## config.mk

```make
export PLATFORM = sky130hd
export DESIGN_NAME = pipe_data_path
export DESIGN_NICKNAME = d
export VERILOG_FILES = /design/src/rtl/dp_pkg.sv /design/src/rtl/reg_file_p.sv /design/src/rtl/pipe_data_path.sv
export SDC_FILE = /design/constraint.sdc
export NUM_CORES = 1
export LEC_CHECK = 0
export CORE_MARGIN = 4
export CORE_UTILIZATION = 45
export CTS_BUF_LIST = sky130_fd_sc_hd__clkbuf_4
export DETAILED_ROUTE_END_ITERATION = 16
export PLACE_DENSITY = 0.71
export SYNTH_ARGS = -nofsm -noshare
export SYNTH_HDL_FRONTEND = slang
export SYNTH_SLANG_ARGS = --single-unit
export TNS_END_PERCENT = 30
```

## constraint.sdc

```tcl
create_clock -name clock -period 7.1 [get_ports clock]
set_clock_uncertainty 0.2 [all_clocks]
set_input_delay 1.42 -clock clock [delete_from_list [all_inputs] [get_ports clock]]
set_output_delay 1.42 -clock clock [all_outputs]
set_load 0.02 [all_outputs]
```

## src/rtl/dp_pkg.sv

```systemverilog
// Shared encodings for the pipelined datapath: ALU ops, write-back source, flag bit positions.
// Latency: n/a (types and constants only).
// Backpressure: n/a.
package dp_pkg;

    // ALU operation select (AddSub port)
    typedef enum logic [2:0] {
        OP_ADD = 3'b000,
        OP_SUB = 3'b001,
        OP_AND = 3'b010,
        OP_OR  = 3'b011,
        OP_XOR = 3'b100,
        OP_NOT = 3'b101,
        OP_SHL = 3'b110,
        OP_SHR = 3'b111
    } alu_op_e;

    // Write-back source select (destSrc port)
    typedef enum logic [1:0] {
        DS_DATA = 2'b00,
        DS_RY   = 2'b01,
        DS_ALU  = 2'b10,
        DS_NONE = 2'b11
    } dest_src_e;

    // Bit positions inside the {N,V,C,Z} flags vector
    localparam int FLAG_Z = 0;
    localparam int FLAG_C = 1;
    localparam int FLAG_V = 2;
    localparam int FLAG_N = 3;

endpackage

```

## src/rtl/reg_file_p.sv

```systemverilog
// General register file: two asynchronous read ports, one synchronous write port.
// Latency: reads combinational, write visible the cycle after i_we.
// Backpressure: none; the caller decides when to write.
module reg_file_p #(
    parameter int WIDTH = 8,
    parameter int NREGS = 8,
    localparam int AW   = $clog2(NREGS)
) (
    input  logic             clock,
    input  logic             reset,
    input  logic [AW-1:0]    i_raddr_a,
    input  logic [AW-1:0]    i_raddr_b,
    input  logic             i_we,
    input  logic [AW-1:0]    i_waddr,
    input  logic [WIDTH-1:0] i_wdata,
    output logic [WIDTH-1:0] o_rdata_a,
    output logic [WIDTH-1:0] o_rdata_b
);

    logic [WIDTH-1:0] r_mem [NREGS];

    // Storage: reset wins over a same-edge write so a discarded instruction never lands
    always_ff @(posedge clock) begin
        if (reset) begin
            for (int i = 0; i < NREGS; i++) begin
                r_mem[i] <= '0;
            end
        end else if (i_we) begin
            r_mem[i_waddr] <= i_wdata;
        end
    end

    assign o_rdata_a = r_mem[i_raddr_a];
    assign o_rdata_b = r_mem[i_raddr_b];

endmodule

```

## src/rtl/pipe_data_path.sv

```systemverilog
// Two-stage datapath: issue/execute (operand read + forward, ALU, source mux) then a write-back register.
// Latency: 1 cycle from acceptance to out_valid; commit to registers/flags on the out handshake.
// Backpressure: in_ready = !out_valid || out_ready; WB holds steady while the consumer stalls.
module pipe_data_path
    import dp_pkg::*;
#(
    parameter int WIDTH = 8,
    parameter int NREGS = 8,
    localparam int AW   = $clog2(NREGS)
) (
    input  logic             clock,
    input  logic             reset,
    input  logic             in_valid,
    output logic             in_ready,
    input  logic [WIDTH-1:0] dataIn,
    input  logic [AW-1:0]    Rx,
    input  logic [AW-1:0]    Ry,
    input  logic [2:0]       AddSub,
    input  logic [1:0]       destSrc,
    output logic [WIDTH-1:0] dataOut,
    output logic             out_valid,
    input  logic             out_ready,
    output logic [3:0]       flags
);

    localparam int MSB = WIDTH - 1;

    // Write-back stage state
    logic             r_out_valid;
    logic [WIDTH-1:0] r_wb_val;
    logic [AW-1:0]    r_wb_rx;
    logic             r_wb_we;
    logic             r_wb_fupd;
    logic [3:0]       r_wb_flags;
    logic [3:0]       r_flags;

    logic             w_accept;
    logic             w_commit;
    logic [WIDTH-1:0] w_rf_a;
    logic [WIDTH-1:0] w_rf_b;
    logic [WIDTH-1:0] w_opa;
    logic [WIDTH-1:0] w_opb;
    logic [WIDTH:0]   w_sum;
    logic [WIDTH-1:0] w_res;
    logic             w_c;
    logic             w_v;
    logic [3:0]       w_alu_flags;
    logic [WIDTH-1:0] w_wb_val_nxt;
    logic             w_we_nxt;
    logic             w_fupd_nxt;

    assign in_ready = !r_out_valid || out_ready;
    assign w_accept = in_valid && in_ready;
    assign w_commit = r_out_valid && out_ready;

    reg_file_p #(
        .WIDTH (WIDTH),
        .NREGS (NREGS)
    ) u_rf (
        .clock     (clock),
        .reset     (reset),
        .i_raddr_a (Rx),
        .i_raddr_b (Ry),
        .i_we      (w_commit && r_wb_we),
        .i_waddr   (r_wb_rx),
        .i_wdata   (r_wb_val),
        .o_rdata_a (w_rf_a),
        .o_rdata_b (w_rf_b)
    );

    // Uncommitted WB result bypasses the register file for either operand
    assign w_opa = (r_out_valid && r_wb_we && (r_wb_rx == Rx)) ? r_wb_val : w_rf_a;
    assign w_opb = (r_out_valid && r_wb_we && (r_wb_rx == Ry)) ? r_wb_val : w_rf_b;

    // ALU: SUB is a + ~b + 1 so the carry-out is directly NOT-borrow
    always_comb begin
        w_sum = '0;
        w_res = '0;
        w_c   = 1'b0;
        w_v   = 1'b0;
        case (alu_op_e'(AddSub))
            OP_ADD: begin
                w_sum = {1'b0, w_opa} + {1'b0, w_opb};
                w_res = w_sum[WIDTH-1:0];
                w_c   = w_sum[WIDTH];
                w_v   = (w_opa[MSB] == w_opb[MSB]) && (w_res[MSB] != w_opa[MSB]);
            end
            OP_SUB: begin
                w_sum = {1'b0, w_opa} + {1'b0, ~w_opb} + (WIDTH+1)'(1);
                w_res = w_sum[WIDTH-1:0];
                w_c   = w_sum[WIDTH];
                w_v   = (w_opa[MSB] != w_opb[MSB]) && (w_res[MSB] != w_opa[MSB]);
            end
            OP_AND: w_res = w_opa & w_opb;
            OP_OR:  w_res = w_opa | w_opb;
            OP_XOR: w_res = w_opa ^ w_opb;
            OP_NOT: w_res = ~w_opb;
            OP_SHL: begin
                w_res = {w_opa[MSB-1:0], 1'b0};
                w_c   = w_opa[MSB];
            end
            OP_SHR: begin
                w_res = {1'b0, w_opa[MSB:1]};
                w_c   = w_opa[0];
            end
        endcase
    end

    always_comb begin
        w_alu_flags         = '0;
        w_alu_flags[FLAG_N] = w_res[MSB];
        w_alu_flags[FLAG_V] = w_v;
        w_alu_flags[FLAG_C] = w_c;
        w_alu_flags[FLAG_Z] = (w_res == '0);
    end

    // Write-back source select; DS_NONE just echoes Rx without touching state
    always_comb begin
        w_wb_val_nxt = w_opa;
        w_we_nxt     = 1'b0;
        w_fupd_nxt   = 1'b0;
        case (dest_src_e'(destSrc))
            DS_DATA: begin w_wb_val_nxt = dataIn; w_we_nxt = 1'b1; end
            DS_RY:   begin w_wb_val_nxt = w_opb;  w_we_nxt = 1'b1; end
            DS_ALU:  begin w_wb_val_nxt = w_res;  w_we_nxt = 1'b1; w_fupd_nxt = 1'b1; end
            DS_NONE: begin w_wb_val_nxt = w_opa; end
        endcase
    end

    // WB register and committed flags; a new acceptance replaces WB on the same edge the old one commits
    always_ff @(posedge clock) begin
        if (reset) begin
            r_out_valid <= 1'b0;
            r_wb_val    <= '0;
            r_wb_rx     <= '0;
            r_wb_we     <= 1'b0;
            r_wb_fupd   <= 1'b0;
            r_wb_flags  <= '0;
            r_flags     <= '0;
        end else begin
            if (w_accept) begin
                r_out_valid <= 1'b1;
                r_wb_val    <= w_wb_val_nxt;
                r_wb_rx     <= Rx;
                r_wb_we     <= w_we_nxt;
                r_wb_fupd   <= w_fupd_nxt;
                r_wb_flags  <= w_alu_flags;
            end else if (w_commit) begin
                r_out_valid <= 1'b0;
            end
            if (w_commit && r_wb_fupd) begin
                r_flags <= r_wb_flags;
            end
        end
    end

    assign dataOut   = r_wb_val;
    assign out_valid = r_out_valid;
    assign flags     = r_flags;

endmodule

```

==> results.toml, run 1 <==
[run_status]
run_status = "completed"

[floorplanning]
start_util_pct = 46.1
die_area_um2 = 15500
die-height_um = 124
rows = 42
io_pins = 37
core_area_um2 = 13200
die_w_um = 124

[final_layout]
regArea_um2 = 2360
mostFrequentLayoutCells = "edfxtp_1 (64), nor2_1 (47), and2_1 (44)"
n_antenna_cell = 0
drive_gt1_share_pct = 15.7
fillerInstances = 1212
nets = 641
area_growth_pct = 9.70
multi_input_area_um2 = 3410
final_common_cell = "edfxtp_1"
final_cells = 773
fin_area_um2 = 6690

[drt]
wl_per_cell_um = 21.4
drtPass1Iterations = 5
via_per_inst = 6.10
drc = 0
drtIter0Drc = 580
postRouteAntennaNets = 0
drt_wl_total_um = 16500
num_vias = 4715

[critical_path]
cpMaxStageDelayCell = "or4_1"
crit_path_max_incr_delay_ns = 0.79
crit_buf_inv = 2
critPathMaxFanout = 17
cp.required_ns = 7.24
setup.worst_path.start_class = "primary input"
cp_top_family = "compound AO/OA/AOI/OAI gates"
arrival_ns = 5.83
path_class = "primary input to register"
crit_top_cell = "a211oi_1"
worstSetupEndpointType = "register"
crit_chain = "clkdlybuf4s50_1 > xor2_1 > or4_1 > o21ai_0 > inv_1 > ha_1 > nor2b_1 > a21oi_1 > mux2i_1 > a211oi_1 > o221ai_1 > mux4_2 > nor2_1 > a211oi_1"

[placed_design]
gp_congestion = 0.932
dp.cells = 757
dpl.hpwl_um = 12500
place.port_buffers = 36
placed_area_um2 = 6530

[yosys]
avgSynthCellArea_um2 = 10.5
synth_top_area_share_pct = 31.5
synth_edf_count = 64
synth.distinct_cells = 65
ys_async_sr_fraction_pct = 0
yosysSeqAreaShare_pct = 38.7
ys_ff_latch = 86
yosysWarnings = 0
synth_top_area_cell = "edfxtp_1"
syn_area_um2 = 6100
synth_area_leaders = "edfxtp_1 (31%), mux4_2 (13%), dfxtp_1 (7.2%), ha_1 (4.9%), and2_1 (4.5%)"
synth_cells = 581
ys.flop_type = "edfxtp_1"
syn_nets = 630

[pwr]
switching_share_pct = 31.1
power_density_nw_per_um2 = 185
leakagePower_uw = 0.00252
p_int_uw = 855
clkPwrFrac_pct = 26.2
seqPwrFrac_pct = 47.1
comb_power_share_pct = 26.7
peakVddDrop_mv = 0.123
p_switching_uw = 385

[timing]
tightest_slew_ns = 0.963
timing.final.crit_share_pct = 80.1
holdWs_ns = 0.271
finalSetupTns_ns = 0
rsz0062_at_grt = "false"
fmax_mhz = 176
period_minus_slack_ns = 5.69
maxSlewHeadroom_pct = 35.7
slew_violations = 0
hold_viol = 0
setup_viol = 0

[cts]
cts_root_buf = "clkbuf_4"
numCtsBuffers = 9
h-tree-depth = 3
cts_max_path_buffers = 2
post_cts_resized = 0
clk_latency_ns = 0.46
cts_sinks = 86
clk_pin_slew_worst_paths_ns = 0.16
cts_setup_buffers = 0
cts_tree = "built"
hold_buffers = 0

[global_route]
grt_pass1_wl_um = 26300
grt_max_degree = 31
grt_usage_pct = 21.4
grt_antenna_before_repair = 0
grt_pass1_vias = 4640
overflow = 0

[flow_run]
drv_cap = 0

[worst_hold_path]
hp-class = "register to register"
-- layout make-up --
cell class	instances	share of cell area [%]
clock buffer	12	1.35
clock inverter	4	1.07
inverter	31	1.74
multi-input combinational	419	50.9
sequential	86	35.3
tap	176	3.29
timing repair buffer	45	6.39
-- worst register-to-register path: cells and delay by family (launching register included) --
kind            cells  cell delay, ns
compound gates      5            1.24
mux                 2            0.60
flops               1            0.73
buf+inv             1            0.10
simple gates        3            1.14
fa+ha+maj           1            0.42
xor+xnor            1            0.13
-- metal layers --
metal	up-vias	share of wire (%)	track usage, %
met3	25	5.1	3.34
met1	2339	42	28.2
li1	2177	-	-
met2	174	50	36.1
met5	-	0	0
met4	0	2.1	7.22
-- flip-flops by register name, indices dropped and copies added, names as in the netlist --
signal,flops
u_rf.r_mem,64
dataOut,8
flags,4
r_wb_flags,4
r_wb_rx,3
out_valid,1
r_wb_fupd,1
r_wb_we,1
-- Yosys cell counts, types with 4 or more instances --
| library cell | instances |
|---|---|
| a21oi_1 | 33 |
| edfxtp_1 | 64 |
| or2_2 | 9 |
| or3_1 | 4 |
| o32ai_1 | 4 |
| clkbuf_1 | 29 |
| a211oi_1 | 4 |
| buf_6 | 4 |
| mux4_2 | 36 |
| nor4_1 | 6 |
| nor2_1 | 47 |
| o21ai_0 | 8 |
| xor2_1 | 8 |
| nor2b_1 | 8 |
| nand2_1 | 32 |
| nor3_1 | 33 |
| o22ai_1 | 9 |
| ha_1 | 24 |
| and2_1 | 44 |
| mux2_2 | 13 |
| inv_1 | 27 |
| nand3_1 | 10 |
| dfxtp_1 | 22 |
| nand2b_1 | 12 |
| mux2i_1 | 16 |
| buf_2 | 9 |
-- path summary, 6_finish.rpt --
check             slack (ns)       start  cells past startpoint    endpoint
setup / recovery        1.41       Ry[1]                     14  dataOut[4]
hold reg to reg         0.27   r_wb_fupd                      2   r_wb_fupd
hold / removal          0.27   r_wb_fupd                      2   r_wb_fupd
setup reg to reg        2.43  r_wb_rx[2]                     13  dataOut[4]
-- through the flow --
step	utilization, %	total power (uW)	worst slack, ns
final	50.5	1240	1.41
after detailed placement	49.3	920	0.941
after CTS	50.5	1240	1.48
after global routing	50.5	1300	1.11
after global placement	49.3	916	1.05
after floorplan	-	824	1.80
-- cells by family (layout without fill, tap and decap cells) --
kind of cell / after synthesis / after routing / synth area share [%]
AO/OA/AOI/OAI: 97 / 97 / 11.0
XOR/XNOR: 11 / 11 / 1.58
adder cells (fa/ha/maj): 26 / 26 / 5.58
buffers and inverters: 76 / 92 / 5.47
flip-flops: 86 / 86 / 38.7
multiplexers: 68 / 68 / 19.2
AND/OR/NAND/NOR: 217 / 217 / 18.5
-- power groups by stage --
stage	registers, uW	logic, uW	clock network [uW]
floorplan	584	240	0
global placement	593	323	0
detailed placement	594	326	0
CTS	583	328	330
global route	586	362	348
finish	584	332	325
(Power assumes the default switching activity.)
==> run 2, diff against run 1 <==
==> constraint.sdc (replaced) <==
create_clock -name clock -period 5.9 [get_ports clock]
set_clock_uncertainty 0.2 [all_clocks]
set_input_delay 1.18 -clock clock [delete_from_list [all_inputs] [get_ports clock]]
set_output_delay 1.18 -clock clock [all_outputs]
set_load 0.02 [all_outputs]
==> run 2 against run 1 <==
Against the previous run: global-route usage rose by 0.55 points; register-to-register slack got worse by 1.1 ns; worst hold slack barely moved; non-clock buffer count rose by 13; cell count rose by 1.7%; design area rose by 1.0%; sequential share of layout area fell by 0.36 points; core utilization rose by 0.52 points; first-iteration DRC count fell by 4.7%; power rose by 17%; count of clock-buffer cells in the layout fell by 3; largest cell class unchanged; largest power group unchanged; highest routed layer unchanged.
==> results.toml, run 2 (same netlist as run 1, synthesis figures left out) <==
[run_status]
run_status = "completed"

[critical_path]
critPathMaxFanout = 8
worstSetupEndpointType = "register"
worst-r2r-setup-slack_ns = 1.31
setup.worst_path.start_class = "primary input"
reg2reg_from = "r_wb_rx[2]"
path_class = "primary input to register"
r2r_cells = 14
r2r-end = "r_wb_flags[3]"
cp.required_ns = 6.11
arrival_ns = 5.48
crit_start = "Rx[1]"

[placed_design]
dp.cells = 770
place.port_buffers = 36
gp_congestion = 0.989
dp_worst_setup_slack_ns = 0.228
dpl.hpwl_um = 12700

[timing]
rsz0062_at_grt = "false"
holdWs_ns = 0.271
fmax_mhz = 190
timing.final.crit_share_pct = 89.4
maxSlewHeadroom_pct = 43.3
period_minus_slack_ns = 5.27
finalSetupTns_ns = 0
tightest_slew_ns = 0.848
setup_viol = 0
slew_violations = 0
worst_slack_ns = 0.628
hold_viol = 0

[drt]
drt_wl_total_um = 16600
postRouteAntennaNets = 0
num_vias = 4696
wl_per_cell_um = 21.1
drc = 0
via_per_inst = 5.97
drtIter0Drc = 553
drtPass1Iterations = 5

[pwr]
comb_power_share_pct = 28.1
clkPwrFrac_pct = 23.7
leakagePower_uw = 0.00257
p_switching_uw = 477
power_density_nw_per_um2 = 215
p_int_uw = 977
peakVddDrop_mv = 0.169
seqPwrFrac_pct = 48.2
switching_share_pct = 32.8

[floorplanning]
core_area_um2 = 13200
rows = 42
io_pins = 37
start_util_pct = 46.1
die_w_um = 124
die_area_um2 = 15500
die-height_um = 124

[cts]
hold_buffers = 0
post_cts_resized = 0
cts_setup_buffers = 0
cts_max_path_buffers = 2
clk_pin_slew_worst_paths_ns = 0.14
numCtsBuffers = 9
cts_sinks = 86
h-tree-depth = 3
cts_root_buf = "clkbuf_4"
cts_tree = "built"
clk_latency_ns = 0.48

[final_layout]
fillerInstances = 1233
multi_input_area_um2 = 3410
regArea_um2 = 2360
final_common_cell = "edfxtp_1"
n_antenna_cell = 0
area_growth_pct = 10.8
nets = 654
largest-register = "u_rf.r_mem"
largest_reg_flops = 64
drive_gt1_share_pct = 17.7
utilization_pct = 51.1
final_cells = 786
mostFrequentLayoutCells = "edfxtp_1 (64), nor2_1 (47), and2_1 (44)"

[worst_hold_path]
min-delay-start = "r_wb_flags[3]"
min_to = "r_wb_flags[3]"
holdPathStages = 2
hp-class = "register to register"

[global_route]
grt_usage_pct = 21.9
overflow = 0
grt_pass1_vias = 4810
grt_pass1_wl_um = 26800
grt_antenna_before_repair = 0
grt_max_degree = 31

[flow_run]
drv_cap = 0
-- run 2: cell count changes in the layout (fill, tap and decap cells not counted) --
cell        change
buf_4          +13
clkbuf_4        -3
clkinv_2        +3
bufinv_16       -1
clkinv_1        -1
clkinvlp_2      +1
clkinvlp_4      +1
-- run 2: how the worst max path moves through the flow --
stage,endpoint,slack [ns],cells after the start
finish,r_wb_flags[3],0.63,16
global placement,r_wb_flags[3],0.28,16
detailed placement,r_wb_flags[3],0.23,16
floorplan,dataOut[6],0.84,15
CTS,r_wb_flags[3],0.74,16
global route,dataOut[3],0.41,15
-- run 2: worst max-delay path: stages --
cell and delay [ns]:
clkdlybuf4s50_1 0.73, buf_4 0.19, mux4_2 0.49, mux2_2 0.29
mux2i_1 0.29, inv_1 0.20, ha_1 0.36, nor3_1 0.08
o31ai_1 0.39, a211oi_1 0.21, o31ai_1 0.26, a21oi_1 0.09
nor3_1 0.35, buf_4 0.18, nand2_1 0.05, a21oi_1 0.14
-- run 2: layout make-up --
class	instances	area share [%]
clock inverter	7	0.962
timing repair buffer	58	7.77
tap	176	3.26
sequential	86	34.9
clock buffer	9	0.999
inverter	31	1.72
multi-input combinational	419	50.4
-- run 2: through the flow --
stage / area [um2] / power, uW
2_1_floorplan: 6100 / 991
3_3_place_gp: 6630 / 1110
3_5_place_dp: 6630 / 1120
4_1_cts: 6760 / 1460
5_1_grt: 6760 / 1530
6_report: 6760 / 1450
-- run 2: metal layers --
metal / share of wire [%] / global-route usage (%) / vias up
met2: 49 / 36.3 / 175
met5: 0 / 0 / -
met3: 6.1 / 4.80 / 27
li1: - / - / 2191
met1: 42 / 28.2 / 2303
met4: 2.9 / 8.45 / 0
-- run 2: power groups by stage --
stage	combinational (uW)	clock (uW)	sequential, uW
finish	409	345	701
floorplan	289	0	703
detailed placement	401	0	714
global route	447	377	705
CTS	405	354	700
global placement	398	0	712
==> run 3, diff against run 2 <==
--- a/config.mk
+++ b/config.mk
@@ -5,6 +5,7 @@
 export SDC_FILE = /design/constraint.sdc
 export NUM_CORES = 1
 export LEC_CHECK = 0
+export CORE_ASPECT_RATIO = 0.7
 export CORE_MARGIN = 4
 export CORE_UTILIZATION = 45
 export CTS_BUF_LIST = sky130_fd_sc_hd__clkbuf_4
==> run 3 against run 2 <==
Against the previous run: count of clock-buffer cells in the layout grew 2; critical path depth shrank 1; combinational power is 2% higher; setup slack gained 0.070 ns; die area is 0.19% higher.
==> results.toml, run 3 (same netlist as run 1, synthesis figures left out) <==
[floorplanning]
die-height_um = 105
die_w_um = 147
start_util_pct = 46.1
rows = 35
die_area_um2 = 15500
core_area_um2 = 13200
io_pins = 37

[critical_path]
path_class = "primary input to register"
setup.worst_path.start_class = "primary input"
crit_top_cell = "mux4_2"
arrival_ns = 5.37
reg2reg_from = "r_wb_rx[2]"
critPathMaxFanout = 17
crit_path_max_incr_delay_ns = 0.52
r2r_cells = 13
worst-r2r-setup-slack_ns = 1.27
r2r-end = "dataOut[3]"
worstSetupEndpointType = "register"
crit_chain = "clkdlybuf4s50_1 > buf_12 > mux4_2 > mux2_2 > mux2i_1 > inv_1 > ha_1 > nand3_1 > a2111oi_0 > a21oi_1 > o21ai_0 > a211oi_1 > o31a_1 > mux4_2 > o31ai_2"
cp.required_ns = 6.07
cpMaxStageDelayCell = "mux4_2"

[timing]
setup_viol = 0
hold_viol = 0
tightest_slew_ns = 0.824
period_minus_slack_ns = 5.20
maxSlewHeadroom_pct = 44.7
rsz0062_at_grt = "false"
slew_violations = 0
finalSetupTns_ns = 0
fmax_mhz = 192
holdWs_ns = 0.281
timing.final.crit_share_pct = 88.2

[placed_design]
gp_congestion = 0.972
place.port_buffers = 36
dpl.hpwl_um = 13200

[worst_hold_path]
min-delay-start = "r_wb_flags[3]"
min_to = "r_wb_flags[3]"
holdPathStages = 2
hp-class = "register to register"

[drt]
drtIter0Drc = 517
postRouteAntennaNets = 0
drt_wl_total_um = 17700
num_vias = 4900
drc = 0
wl_per_cell_um = 22.3
drtPass1Iterations = 6
via_per_inst = 6.19

[final_layout]
multi_input_area_um2 = 3410
nets = 650
largest_reg_flops = 64
area_growth_pct = 10.8
drive_gt1_share_pct = 17.2
largest-register = "u_rf.r_mem"
mostFrequentLayoutCells = "edfxtp_1 (64), nor2_1 (47), and2_1 (44)"
regArea_um2 = 2360
fillerInstances = 1174
final_common_cell = "edfxtp_1"

[pwr]
power_density_nw_per_um2 = 215
finalPower_uw = 1450
leakagePower_uw = 0.00257
peakVddDrop_mv = 0.143

[run_status]
run_status = "completed"

[global_route]
grt_antenna_before_repair = 0
grt_max_degree = 31
grt_pass1_vias = 4771
grt_usage_pct = 23.2
overflow = 0
grt_pass1_wl_um = 27700

[cts]
cts_sinks = 86
numCtsBuffers = 9
cts_max_path_buffers = 2
cts_tree = "built"
h-tree-depth = 3
clk_pin_slew_worst_paths_ns = 0.13
cts_root_buf = "clkbuf_4"
cts_setup_buffers = 0
post_cts_resized = 0
clk_latency_ns = 0.46
hold_buffers = 0

[flow_run]
drv_cap = 0
==> run 3: per-layer routing <==
layer	GRT usage, %	wire length (um)	vias up
met1	35.1	7920	2394
met3	9.02	2330	27
met2	31.3	7130	291
met4	4.72	294	0
met5	0	0	-
li1	-	-	2188
==> run 3: where the power goes <==
| part | internal (uW) | total [uW] | switching, uW | leakage, uW |
|---|---|---|---|---|
| Clock | 137 | 337 | 199 | 0.0000813 |
| Combinational | 178 | 417 | 239 | 0.00164 |
| Sequential | 672 | 701 | 29.0 | 0.000841 |
==> run 3: critical path: cells and delay by family <==
kind / cells / cell delay [ns]
mux: 4 / 1.68
compound gates: 6 / 1.05
buf+inv: 3 / 0.92
fa+ha+maj: 1 / 0.40
simple gates: 1 / 0.15
==> run 3: area by class of cell <==
cell class / instances / area share (%)
Clock buffer: 11 / 1.22
Antenna cell: 1 / 0.0370
Clock inverter: 5 / 0.759
Tap cell: 185 / 3.42
Sequential cell: 86 / 34.9
Multi-Input combinational cell: 419 / 50.4
Inverter: 31 / 1.72
Timing Repair Buffer: 54 / 7.51
==> run 3: per-stage QoR <==
step           util [%]  std cells  setup slack (ns)  area, um2
6_report           51.1        792             0.698       6760
5_1_grt            51.1        791             0.515       6760
4_1_cts            51.1        791             0.803       6760
3_5_place_dp       50.1        775             0.327       6620
3_3_place_gp       50.1        775             0.392       6620
2_1_floorplan         -        581             0.839       6100
==> run 3: worst max-delay path by stage <==
| stage | start | to | cells after the start |
|---|---|---|---|
| after global routing | Rx[1] | r_wb_flags[0] | 15 |
| final | Rx[1] | dataOut[3] | 15 |
| after CTS | Rx[1] | dataOut[3] | 15 |
| after global placement | Rx[1] | dataOut[3] | 15 |
| after detailed placement | Rx[1] | dataOut[3] | 15 |
| after floorplan | Ry[1] | dataOut[6] | 15 |
